==> src/rtl/pll_lock_sequencer.sv <==
// pll_lock_sequencer: power-up and recovery sequencer for the iCE40 SB_PLL40.
// Pulses the PLL RESETB pin, waits for LOCK, requires LOCK to stay high for a
// stable window, then releases the core's system reset. Retries on timeout and
// reports failure once the retry budget is spent.
// Runs on the board reference clock so it keeps working while the PLL is unstable.
// Optional build macro PLL_LOCK_LOSS_COUNTER_EN adds a saturating 8-bit
// lockLossCount output counting lock drops seen while running.
// fsm_state exposes the current state: 0 PLL_RST, 1 WAIT_LOCK, 2 STABILIZE,
// 3 RUN, 4 FAIL.
// relockReq is a single-cycle pulse; it is acted on in whichever cycle it is
// high, with no ready/acknowledge handshake.
module pll_lock_sequencer #(
   parameter int RESET_CYCLES  = 16,
   parameter int LOCK_TIMEOUT  = 12000,
   parameter int STABLE_CYCLES = 1200,
   parameter int MAX_RETRIES   = 7
) (
   input  logic                               clk,
   input  logic                               reset,
   input  logic                               isLockedRaw,
   input  logic                               relockReq,
   output logic                               pllResetB,
   output logic                               sysReset,
   output logic                               ready,
   output logic                               failed,
   output logic [$clog2(MAX_RETRIES+1)-1:0]   retryCount,
`ifdef PLL_LOCK_LOSS_COUNTER_EN
   output logic [7:0]                         lockLossCount,
`endif
   output logic [2:0]                         fsm_state
);

   localparam int MAX_AB = (RESET_CYCLES > LOCK_TIMEOUT) ? RESET_CYCLES : LOCK_TIMEOUT;
   localparam int MAX_P  = (MAX_AB > STABLE_CYCLES) ? MAX_AB : STABLE_CYCLES;
   localparam int CW     = $clog2(MAX_P) + 1;
   localparam int RW     = $clog2(MAX_RETRIES + 1);

   localparam logic [CW-1:0] RST_LOAD    = CW'(RESET_CYCLES - 1);
   localparam logic [CW-1:0] WAIT_LOAD   = CW'(LOCK_TIMEOUT - 1);
   localparam logic [CW-1:0] STABLE_LOAD = CW'(STABLE_CYCLES - 1);
   localparam logic [RW-1:0] RETRY_MAX   = RW'(MAX_RETRIES);

   localparam logic [2:0] S_PLL_RST   = 3'd0;
   localparam logic [2:0] S_WAIT_LOCK = 3'd1;
   localparam logic [2:0] S_STABILIZE = 3'd2;
   localparam logic [2:0] S_RUN       = 3'd3;
   localparam logic [2:0] S_FAIL      = 3'd4;

   logic [2:0]    state, state_nx;
   logic [CW-1:0] cnt, cnt_nx;
   logic [RW-1:0] retry, retry_nx;
   logic          sync1, lk;

   // Two-flop synchronizer for the asynchronous PLL LOCK pin.
   always_ff @(posedge clk) begin
      if (reset) begin
         sync1 <= 1'b0;
         lk    <= 1'b0;
      end else begin
         sync1 <= isLockedRaw;
         lk    <= sync1;
      end
   end

   // Next-state, shared counter and retry bookkeeping; relockReq overrides everything.
   always_comb begin
      state_nx = state;
      cnt_nx   = cnt;
      retry_nx = retry;
      if (relockReq) begin
         state_nx = S_PLL_RST;
         cnt_nx   = RST_LOAD;
         retry_nx = '0;
      end else begin
         case (state)
            S_PLL_RST: begin
               if (cnt == '0) begin
                  state_nx = S_WAIT_LOCK;
                  cnt_nx   = WAIT_LOAD;
               end else begin
                  cnt_nx = cnt - 1'b1;
               end
            end
            S_WAIT_LOCK: begin
               if (lk) begin
                  state_nx = S_STABILIZE;
                  cnt_nx   = STABLE_LOAD;
               end else if (cnt == '0) begin
                  if (retry < RETRY_MAX) begin
                     retry_nx = retry + 1'b1;
                     state_nx = S_PLL_RST;
                     cnt_nx   = RST_LOAD;
                  end else begin
                     state_nx = S_FAIL;
                  end
               end else begin
                  cnt_nx = cnt - 1'b1;
               end
            end
            S_STABILIZE: begin
               // A glitch restarts the lock wait but is not counted as a retry.
               if (!lk) begin
                  state_nx = S_WAIT_LOCK;
                  cnt_nx   = WAIT_LOAD;
               end else if (cnt == '0) begin
                  state_nx = S_RUN;
               end else begin
                  cnt_nx = cnt - 1'b1;
               end
            end
            S_RUN: begin
               if (!lk) begin
                  state_nx = S_PLL_RST;
                  cnt_nx   = RST_LOAD;
               end
            end
            S_FAIL: begin
               state_nx = S_FAIL;
            end
            default: begin
               state_nx = S_PLL_RST;
               cnt_nx   = RST_LOAD;
            end
         endcase
      end
      if ((state_nx == S_RUN) && (state != S_RUN)) begin
         retry_nx = '0;
      end
   end

   // State registers plus outputs registered from the next state so they
   // change on the same edge as the transition.
   always_ff @(posedge clk) begin
      if (reset) begin
         state      <= S_PLL_RST;
         cnt        <= RST_LOAD;
         retry      <= '0;
         pllResetB  <= 1'b0;
         sysReset   <= 1'b1;
         ready      <= 1'b0;
         failed     <= 1'b0;
      end else begin
         state      <= state_nx;
         cnt        <= cnt_nx;
         retry      <= retry_nx;
         pllResetB  <= !((state_nx == S_PLL_RST) || (state_nx == S_FAIL));
         sysReset   <= (state_nx != S_RUN);
         ready      <= (state_nx == S_RUN);
         failed     <= (state_nx == S_FAIL);
      end
   end

   assign retryCount = retry;
   assign fsm_state  = state;

`ifdef PLL_LOCK_LOSS_COUNTER_EN
   // Saturating count of lock drops while running; only reset clears it.
   always_ff @(posedge clk) begin
      if (reset) begin
         lockLossCount <= 8'd0;
      end else if ((state == S_RUN) && !lk && !relockReq && (lockLossCount != 8'hFF)) begin
         lockLossCount <= lockLossCount + 8'd1;
      end
   end
`else
`endif

endmodule

==> config.mk <==
export PLATFORM = sky130hd
export DESIGN_NAME = pll_lock_sequencer
export DESIGN_NICKNAME = d
export VERILOG_FILES = /design/src/rtl/pll_lock_sequencer.sv
export SDC_FILE = /design/constraint.sdc
export NUM_CORES = 1
export LEC_CHECK = 0
export CORE_ASPECT_RATIO = 0.8
export CORE_MARGIN = 1.5
export CORE_UTILIZATION = 40
export CTS_BUF_LIST = sky130_fd_sc_hd__clkbuf_2
export DETAILED_ROUTE_END_ITERATION = 12
export MAX_ROUTING_LAYER = met4
export SYNTH_ARGS = -nofsm -noshare
export SYNTH_HDL_FRONTEND = slang
export SYNTH_SLANG_ARGS = --single-unit
==> constraint.sdc <==
create_clock -name clk -period 2.7 [get_ports clk]
set_input_delay 0.27 -clock clk [delete_from_list [all_inputs] [get_ports clk]]
set_output_delay 0.27 -clock clk [all_outputs]
set_load 0.005 [all_outputs]
==> flow_metrics.env, run 1 <==
export IMPL_syn_area_per_cell_um2=8.092
export IMPL_totalNegativeSetupSlack_ns=0
export IMPL_hpwl_mm=3.159
export IMPL_firstDrtPassIters=4
export IMPL_r2r_end="cnt[4]"
export IMPL_whs_ns=0.4203
export IMPL_holdCritStartpoint="isLockedRaw"
export IMPL_grt_pass1_vias=1443
export IMPL_post_route_drc_count=0
export IMPL_gp_congestion=0.9494
export IMPL_setup_viol=0
export IMPL_p_per_area_nw_per_um2=327.8
export IMPL_die_x_um=73.94
export IMPL_start_util=0.4206
export IMPL_slew_violations=0
export IMPL_cts_clk_slew_worst_paths_ns=0.26
export IMPL_worstSetupStartpoint="cnt[0]"
export IMPL_drtIter0Drc=212
export IMPL_min_path_type="in2reg"
export IMPL_multi_input_area_um2=982.2
export IMPL_outcome="complete, no violations"
export IMPL_p_leak_uw=0.0006403
export IMPL_syn2layout_area_growth_pct=12.35
export IMPL_cp_end_kind="flop"
export IMPL_ant_nets=0
export IMPL_clock_root_buffer="clkbuf_2"
export IMPL_regArea_um2=540.5
export IMPL_clock_sinks=27
export IMPL_synth_seq_area_share=0.3357
export IMPL_grt_pass1_wl_mm=7.169
export IMPL_drive_above_1_share=0.08571
export IMPL_syn_nets=206
export IMPL_r2r_start="cnt[0]"
export IMPL_fin_nets=218
export IMPL_fin_skew_ns=0.01947
export IMPL_grt_max_degree=17
export IMPL_antenna_found_initial=0
export IMPL_crit_fanout=11
export IMPL_ys_flop_type="dfxtp_1"
export IMPL_crit_arrival_ns=2.69
export IMPL_synth_ff_latch_count=27
export IMPL_finalCritPeriodShare=0.8952
export IMPL_crit_path_start_kind="flop"
export IMPL_clockBufferDepth=2
export IMPL_syn_area_um2=1610
export IMPL_design_core_area_um2=3829
export IMPL_routed_via_density=5.992
export IMPL_wl_mm=4.302
export IMPL_synth_edf_count=0
export IMPL_syn_inst=199
export IMPL_pin_count=14
export IMPL_cts_hold_buf=0
export IMPL_hold_viol_final=0
export IMPL_antennaDiodeCount=0
export IMPL_dieArea_um2=4418
export IMPL_port_buffers=13
export IMPL_clock_latency_ns=0.39
export IMPL_wire_per_inst_um=16.23
export IMPL_period_minus_slack_ns=2.417
export IMPL_p_switching_uw=146.9
export IMPL_synth_cell_types=50
export IMPL_ys_async_sr_fraction=0
export IMPL_yosys_warnings=0
export IMPL_path_class="reg2reg"
export IMPL_required_ns=2.97
export IMPL_max_freq_ghz=0.4137
export IMPL_dr_total_vias=1588
export IMPL_post_cts_buffers=0
export IMPL_htreeDepth=1
export IMPL_p_seq_frac=0.686
export IMPL_worst_pin_slew_ns=0.8900
export IMPL_internal_power_uw=446.2
export IMPL_ir_drop_mv=0.1860
export IMPL_cts_buffers_inserted=3
export IMPL_combPwrFrac=0.043
export IMPL_die_h_um=59.75
export IMPL_switching_share=0.2476
export IMPL_final_cell_mix="dfxtp_1 (27), nor2_1 (15), nand2_1 (14), o21ai_0 (14), clkdlybuf4s50_1 (13)"
export IMPL_max_cap_violations=0
export IMPL_rsz0062_at_grt="false"
export IMPL_finalPower_uw=593.1
export IMPL_ctsResizeCount=0
export IMPL_endpoint="cnt[4]"
export IMPL_grtUsageTotal=0.2196
export IMPL_final_common_cell="dfxtp_1"
export IMPL_fillers=381
export IMPL_grt_remaining_overflow=0
export IMPL_r2r_setup_slack_ns=0.28
export IMPL_reg2regPathDepth=7
export IMPL_rows=20
export IMPL_cts_tree="done"
export IMPL_maxSlewHeadroom=0.4045
export IMPL_pwr_share_clk=0.271
[power groups by stage]
stage / combinational, uW / clock [uW] / sequential (uW)
final: 25.5 / 161 / 407
after global routing: 28.1 / 181 / 408
after CTS: 25.0 / 168 / 407
after detailed placement: 24.8 / 0 / 414
after global placement: 24.3 / 0 / 413
after floorplan: 16.3 / 0 / 412
[per-layer routing]
layer	wire length [um]	global-route usage	vias to the layer above
met5	0	-	-
met4	80	0.06349	0
met3	355	0.04890	11
met2	1867	0.2985	68
met1	1999	0.3198	742
li1	-	-	767
[critical path, stage by stage (launching register included)]
cell,delay [ns]
dfxtp_1,0.42
inv_1,0.10
ha_1,0.17
nor4b_1,0.40
and4_1,0.49
a31oi_1,0.24
o211ai_1,0.29
a221oi_1,0.17
[logic make-up after synthesis]
| kind of cell | after synthesis | share of synthesized area |
|---|---|---|
| AOI/OAI and AO/OA | 58 | 0.2486 |
| and+or+nand+nor | 84 | 0.2875 |
| adders and majority gates | 3 | 0.02331 |
| muxes | 2 | 0.01243 |
| xor gates and xnor gates | 7 | 0.03807 |
| DFF | 27 | 0.3357 |
| buffers and inverters | 18 | 0.05439 |
[cell type report]
type                    instances  share of cell area
multi-input cells             154              0.5429
flip-flops and latches         27              0.2988
repair buffers                 19             0.09682
well taps                      55             0.03804
inverters                       6             0.01245
clock buffers                   3            0.008299
clock inverters                 1            0.002766
[flip-flops by register name, summed over array words and instances (netlist names)]
signal / count
retryCount: 3
ready: 1
sysReset: 1
pllResetB: 1
sync1: 1
failed: 1
cnt: 15
fsm_state: 3
lk: 1
[stage by stage]
step | instance area, um2 | setup WS [ns] | cells | utilization
floorplan | 1610 | 0.7317 | 199 | -
global placement | 1789 | 0.4537 | 261 | 0.4673
detailed placement | 1789 | 0.3888 | 261 | 0.4673
CTS | 1809 | 0.3456 | 265 | 0.4725
global route | 1809 | 0.1181 | 265 | 0.4725
finish | 1809 | 0.2829 | 265 | 0.4725
[synth_stat cells (4+ instances only)]
cell type  number  area (um2)
o31ai_1         6       45.04
nand2_1        14       52.55
nor2_1         15       56.30
inv_1           6       22.52
or3_1           4       25.02
clkbuf_1        8       30.03
nor2b_1         6       37.54
xnor2_1         5       43.79
o21ai_0        14       70.07
dfxtp_1        27       540.5
a21oi_1        10       50.05
nand3_1        10       50.05
nor3_1         11       55.05
[how the worst min path moves through the flow]
| stage | endpoint | slack (ns) | cells after the start |
|---|---|---|---|
| after floorplan | lk | 0.34 | 1 |
| after global placement | lk | 0.43 | 1 |
| after detailed placement | lk | 0.46 | 1 |
| after CTS | sync1 | 0.40 | 2 |
| after global routing | sync1 | 0.42 | 2 |
| final | sync1 | 0.42 | 2 |
(Power assumes the default switching activity.)
==> run 2, diff against run 1 <==
--- a/config.mk
+++ b/config.mk
@@ -6,9 +6,8 @@
 export NUM_CORES = 1
 export LEC_CHECK = 0
 export CORE_ASPECT_RATIO = 0.8
-export CORE_MARGIN = 1.5
+export CORE_MARGIN = 2
 export CORE_UTILIZATION = 40
-export CTS_BUF_LIST = sky130_fd_sc_hd__clkbuf_2
 export DETAILED_ROUTE_END_ITERATION = 12
 export MAX_ROUTING_LAYER = met4
 export SYNTH_ARGS = -nofsm -noshare
==> constraint.sdc (replaced) <==
create_clock -name clk -period 2.7 [get_ports clk]
set_input_delay 0.27 -clock clk [delete_from_list [all_inputs] [get_ports clk]]
set_output_delay 0.27 -clock clk [all_outputs]
set_load 0.1 [all_outputs]
==> run 2 against run 1 <==
Effect of this change: cell count up 0.38%; sequential power down 1%; flip-flop and latch count unchanged; maximum frequency up 3.4%; critical path type unchanged.
==> flow_metrics.env, run 2 (synthesis results as in run 1) <==
export IMPL_maxSlewHeadroom=0.4194
export IMPL_design_core_area_um2=3829
export IMPL_gp_congestion=0.9022
export IMPL_path_class="reg2reg"
export IMPL_crit_path_start_kind="flop"
export IMPL_grt_remaining_overflow=0
export IMPL_hpwl_mm=3.076
export IMPL_p_leak_uw=0.0006680
export IMPL_clock_latency_ns=0.28
export IMPL_min_path_type="reg2reg"
export IMPL_cts_tree="done"
export IMPL_max_cap_violations=0
export IMPL_clock_sinks=27
export IMPL_die_x_um=74.94
export IMPL_grt_pass1_wl_mm=6.941
export IMPL_r2r_setup_slack_ns=0.36
export IMPL_dieArea_um2=4552
export IMPL_worst_slack_ns=0.3624
export IMPL_fin_nets=219
export IMPL_firstDrtPassIters=4
export IMPL_crit_arrival_ns=2.50
export IMPL_rows=20
export IMPL_r2r_start="cnt[0]"
export IMPL_worst_pin_slew_ns=0.8678
export IMPL_totalNegativeSetupSlack_ns=0
export IMPL_dp_slack_ns=0.3738
export IMPL_drtIter0Drc=150
export IMPL_finalNonFillerCells=266
export IMPL_hold_viol_final=0
export IMPL_hold_path_depth=1
export IMPL_wl_mm=4.158
export IMPL_post_cts_buffers=0
export IMPL_worstSetupStartpoint="cnt[0]"
export IMPL_largest_reg_flops=15
export IMPL_cts_buffers_inserted=3
export IMPL_finalCritPeriodShare=0.8658
export IMPL_place_inst=262
export IMPL_ant_nets=0
export IMPL_r2r_end="cnt[11]"
export IMPL_dr_total_vias=1545
export IMPL_die_h_um=60.75
export IMPL_post_route_util=0.4755
export IMPL_holdPathEnd="lk"
export IMPL_pin_count=14
export IMPL_crit_fanout=11
export IMPL_ctsResizeCount=0
export IMPL_start_util=0.4206
export IMPL_antennaDiodeCount=0
export IMPL_fin_skew_ns=0.005503
export IMPL_required_ns=2.86
export IMPL_final_cell_mix="dfxtp_1 (27), buf_4 (17), nor2_1 (15), nand2_1 (14), o21ai_0 (14)"
export IMPL_outcome="complete, no violations"
export IMPL_final_common_cell="dfxtp_1"
export IMPL_post_route_drc_count=0
export IMPL_period_minus_slack_ns=2.338
export IMPL_clock_root_buffer="clkbuf_8"
export IMPL_max_freq_ghz=0.4278
export IMPL_cp_end_kind="flop"
export IMPL_regMostFlops="cnt"
export IMPL_reg2regPathDepth=7
export IMPL_antenna_found_initial=0
export IMPL_holdCritStartpoint="sync1"
export IMPL_setup_viol=0
export IMPL_grt_max_degree=21
export IMPL_wire_per_inst_um=15.63
export IMPL_clockBufferDepth=2
export IMPL_drive_above_1_share=0.1374
export IMPL_p_per_area_nw_per_um2=367.3
export IMPL_grt_pass1_vias=1352
export IMPL_grtUsageTotal=0.2088
export IMPL_htreeDepth=1
export IMPL_routed_via_density=5.808
export IMPL_cts_clk_slew_worst_paths_ns=0.10
export IMPL_slew_violations=0
export IMPL_cts_hold_buf=0
export IMPL_port_buffers=13
export IMPL_ir_drop_mv=0.2649
export IMPL_syn2layout_area_growth_pct=13.05
export IMPL_rsz0062_at_grt="false"
## run 2: changes by cell type in the layout (fill, tap and decap cells not counted)
| cell | previous run | this run |
|---|---|---|
| clkbuf_8 | 0 | 3 |
| clkinvlp_4 | 0 | 1 |
| clkinv_2 | 1 | 0 |
| clkdlybuf4s50_1 | 13 | 3 |
| clkbuf_2 | 3 | 0 |
| buf_4 | 6 | 17 |
## run 2: worst max-delay path by stage
stage	end	cells after the start
after floorplan	cnt[7]	7
after global placement	retryCount[2]	7
after detailed placement	cnt[11]	7
after CTS	cnt[11]	7
after global routing	retryCount[1]	7
final	cnt[11]	7
## run 2: critical path, cell delays in order, from the launching register on
cell and delay (ns):
dfxtp_1 0.36, inv_1 0.10, ha_1 0.17, nor4b_1 0.37, and4_1 0.47, o21ai_0 0.14
and2_1 0.14, or4_1 0.46
## run 2: routing by layer
metal	vias to the layer above	part of all wire	global-route usage	wire length [um]
met5	-	0	-	0
met4	0	0.0048	0.04592	20
met3	4	0.077	0.04485	319
met2	58	0.42	0.2682	1745
met1	715	0.50	0.3249	2072
li1	768	-	-	-
## run 2: through the flow
step | cell area (um2) | hold WS, ns | total power [uW]
2_1_floorplan | 1610 | 0.3416 | 427.9
3_3_place_gp | 1772 | 0.4314 | 438.6
3_5_place_dp | 1772 | 0.4520 | 439.2
4_1_cts | 1821 | 0.4706 | 680.5
5_1_grt | 1821 | 0.4926 | 702.8
6_report | 1821 | 0.4668 | 668.7
## run 2: where the power goes
part / total (uW) / internal [uW] / switching, uW
Combinational: 27.1 / 10.5 / 16.6
Clock: 238 / 105 / 133
Sequential: 403 / 401 / 2.55
## run 2: final cells by class
class	instances	area [um2]
Inverter	6	22.52
Fill cell	384	2008
Multi-Input combinational cell	154	982.2
Clock inverter	1	7.507
Sequential cell	27	540.5
Clock buffer	3	41.29
Timing Repair Buffer	20	157.7
Tap cell	55	68.82
==> run 3, diff against run 2 <==
--- a/config.mk
+++ b/config.mk
@@ -5,7 +5,7 @@
 export SDC_FILE = /design/constraint.sdc
 export NUM_CORES = 1
 export LEC_CHECK = 0
-export CORE_ASPECT_RATIO = 0.8
+export CORE_ASPECT_RATIO = 0.7
 export CORE_MARGIN = 2
 export CORE_UTILIZATION = 40
 export DETAILED_ROUTE_END_ITERATION = 12
==> constraint.sdc (replaced) <==
create_clock -name clk -period 2.7 [get_ports clk]
set_input_delay 0.27 -clock clk [delete_from_list [all_inputs] [get_ports clk]]
set_output_delay 0.27 -clock clk [all_outputs]
set_load 0.01 [all_outputs]
==> run 3 against run 2 <==
Effect of this change: critical path depth is the same; global-route usage grew 1.1 points; core utilization shrank 0.18 points; die area grew 0.11%; register-to-register slack lost 0.09 ns; clock skew shrank 0.0033 ns; maximum frequency shrank 3.5%; hold slack lost 0.017 ns; largest power group unchanged; cell count shrank 0.75%.
==> flow_metrics.env, run 3 (synthesis results as in run 1) <==
export IMPL_regMostFlops="cnt"
export IMPL_place_inst=260
export IMPL_pwr_share_clk=0.357
export IMPL_worst_path_largest_cell_delay_ns=0.52
export IMPL_antenna_found_initial=0
export IMPL_maxSlewHeadroom=0.4111
export IMPL_dr_wl_met3_um=435
export IMPL_hpwl_mm=3.331
export IMPL_finalPower_uw=668.8
export IMPL_period_minus_slack_ns=2.423
export IMPL_firstDrtPassIters=5
export IMPL_cp_end_kind="flop"
export IMPL_drtIter0Drc=178
export IMPL_slew_violations=0
export IMPL_ir_drop_mv=0.2240
export IMPL_final_cell_mix="dfxtp_1 (27), nor2_1 (15), nand2_1 (14), o21ai_0 (14), clkdlybuf4s50_1 (13)"
export IMPL_dr_total_vias=1631
export IMPL_r2r_start="cnt[0]"
export IMPL_clock_root_buffer="clkbuf_8"
export IMPL_gp_congestion=0.9049
export IMPL_wl_mm=4.456
export IMPL_reg2regPathDepth=7
export IMPL_p_switching_uw=154.4
export IMPL_wire_per_inst_um=16.88
export IMPL_min_path_type="reg2reg"
export IMPL_hold_viol_final=0
export IMPL_dieArea_um2=4557
export IMPL_max_cap_violations=0
export IMPL_htreeDepth=1
export IMPL_finalCritPeriodShare=0.8973
export IMPL_clockBufferDepth=2
export IMPL_grt_pass1_vias=1546
export IMPL_switching_share=0.2309
export IMPL_clock_latency_ns=0.28
export IMPL_whs_ns=0.4498
export IMPL_crit_family="simple AND/OR/NAND/NOR gates"
export IMPL_die_h_um=57.09
export IMPL_cts_tree="done"
export IMPL_r2r_setup_slack_ns=0.28
export IMPL_post_cts_buffers=0
export IMPL_path_class="reg2reg"
export IMPL_fin_nets=220
export IMPL_rsz0062_at_grt="false"
export IMPL_routed_via_density=6.178
export IMPL_drt_met1_wl_mm=2.089
export IMPL_max_freq_ghz=0.4127
export IMPL_regArea_um2=540.5
export IMPL_multi_input_area_um2=982.2
export IMPL_cpMaxStageDelayCell="and4_1"
export IMPL_met2_wirelength_mm=1.885
export IMPL_clock_sinks=27
export IMPL_cts_buffers_inserted=3
export IMPL_crit_fanout=12
export IMPL_totalNegativeSetupSlack_ns=0
export IMPL_combPwrFrac=0.038
export IMPL_setup_viol=0
export IMPL_hold_path_depth=1
export IMPL_crit_path_start_kind="flop"
export IMPL_fin_skew_ns=0.002173
export IMPL_required_ns=2.86
export IMPL_holdPathEnd="lk"
export IMPL_largest_reg_flops=15
export IMPL_internal_power_uw=514.4
export IMPL_grt_remaining_overflow=0
export IMPL_worst_pin_slew_ns=0.8801
export IMPL_drive_above_1_share=0.09434
export IMPL_cts_clk_slew_worst_paths_ns=0.10
export IMPL_pin_count=14
export IMPL_ant_nets=0
export IMPL_outcome="complete, no violations"
export IMPL_post_route_drc_count=0
export IMPL_finalNonFillerCells=264
export IMPL_crit_arrival_ns=2.58
export IMPL_crit_buf_inv=1
export IMPL_start_util=0.4130
export IMPL_p_leak_uw=0.0006590
export IMPL_antennaDiodeCount=0
export IMPL_ctsResizeCount=0
export IMPL_grt_max_degree=16
export IMPL_grt_pass1_wl_mm=7.665
export IMPL_p_per_area_nw_per_um2=362.2
export IMPL_syn2layout_area_growth_pct=14.69
export IMPL_final_common_cell="dfxtp_1"
export IMPL_design_core_area_um2=3899
export IMPL_rows=19
export IMPL_p_seq_frac=0.605
export IMPL_die_x_um=79.84
export IMPL_cts_hold_buf=0
export IMPL_worstPathCellList="inv_1 -> ha_1 -> nor4b_1 -> and4_1 -> o21ai_0 -> and2_1 -> or4_1"
export IMPL_grtUsageTotal=0.2193
export IMPL_holdCritStartpoint="sync1"
export IMPL_r2r_end="cnt[11]"
export IMPL_port_buffers=13
export IMPL_fillers=407
export IMPL_dr_max_layer_used="met4"
run 3: cell count changes in the layout (fill, tap and decap cells not counted):
| cell | delta |
|---|---|
| clkinvlp_4 | -1 |
| clkinv_2 | +1 |
| buf_4 | -9 |
| clkdlybuf4s50_1 | +10 |
run 3: layout make-up:
type / count / share of cell area
Tap cell: 52 / 0.03523
Sequential cell: 27 / 0.2927
Timing Repair Buffer: 21 / 0.1030
Inverter: 6 / 0.01220
Multi-Input combinational cell: 154 / 0.5318
Clock buffer: 3 / 0.02236
Clock inverter: 1 / 0.002710
run 3: worst max-delay path by stage:
stage	slack (ns)	cells after the start	to	from
2_1_floorplan	0.73	8	cnt[7]	cnt[0]
3_3_place_gp	0.42	7	cnt[11]	cnt[0]
3_5_place_dp	0.32	7	cnt[11]	cnt[0]
4_1_cts	0.29	7	cnt[11]	cnt[0]
5_1_grt	0.09	7	cnt[11]	cnt[1]
6_report	0.28	7	cnt[11]	cnt[0]
run 3: metal layers:
layer	vias up	GRT usage
met5	-	-
met3	7	0.04430
li1	777	-
met4	0	0.04358
met1	758	0.3350
met2	89	0.2977
run 3: power by group through the flow:
stage	logic (uW)	clock network (uW)	registers (uW)
6_report	25.3	239	404
5_1_grt	27.4	262	405
4_1_cts	24.7	244	404
3_5_place_dp	24.6	0	414
3_3_place_gp	24.1	0	413
2_1_floorplan	16.3	0	412
run 3: stage by stage:
| stage | area (um2) | util | setup slack [ns] |
|---|---|---|---|
| detailed placement | 1800 | 0.4618 | 0.3165 |
| CTS | 1847 | 0.4737 | 0.2856 |
| finish | 1847 | 0.4737 | 0.2772 |
| global placement | 1800 | 0.4618 | 0.4197 |
| global route | 1847 | 0.4737 | 0.08743 |
| floorplan | 1610 | - | 0.7317 |
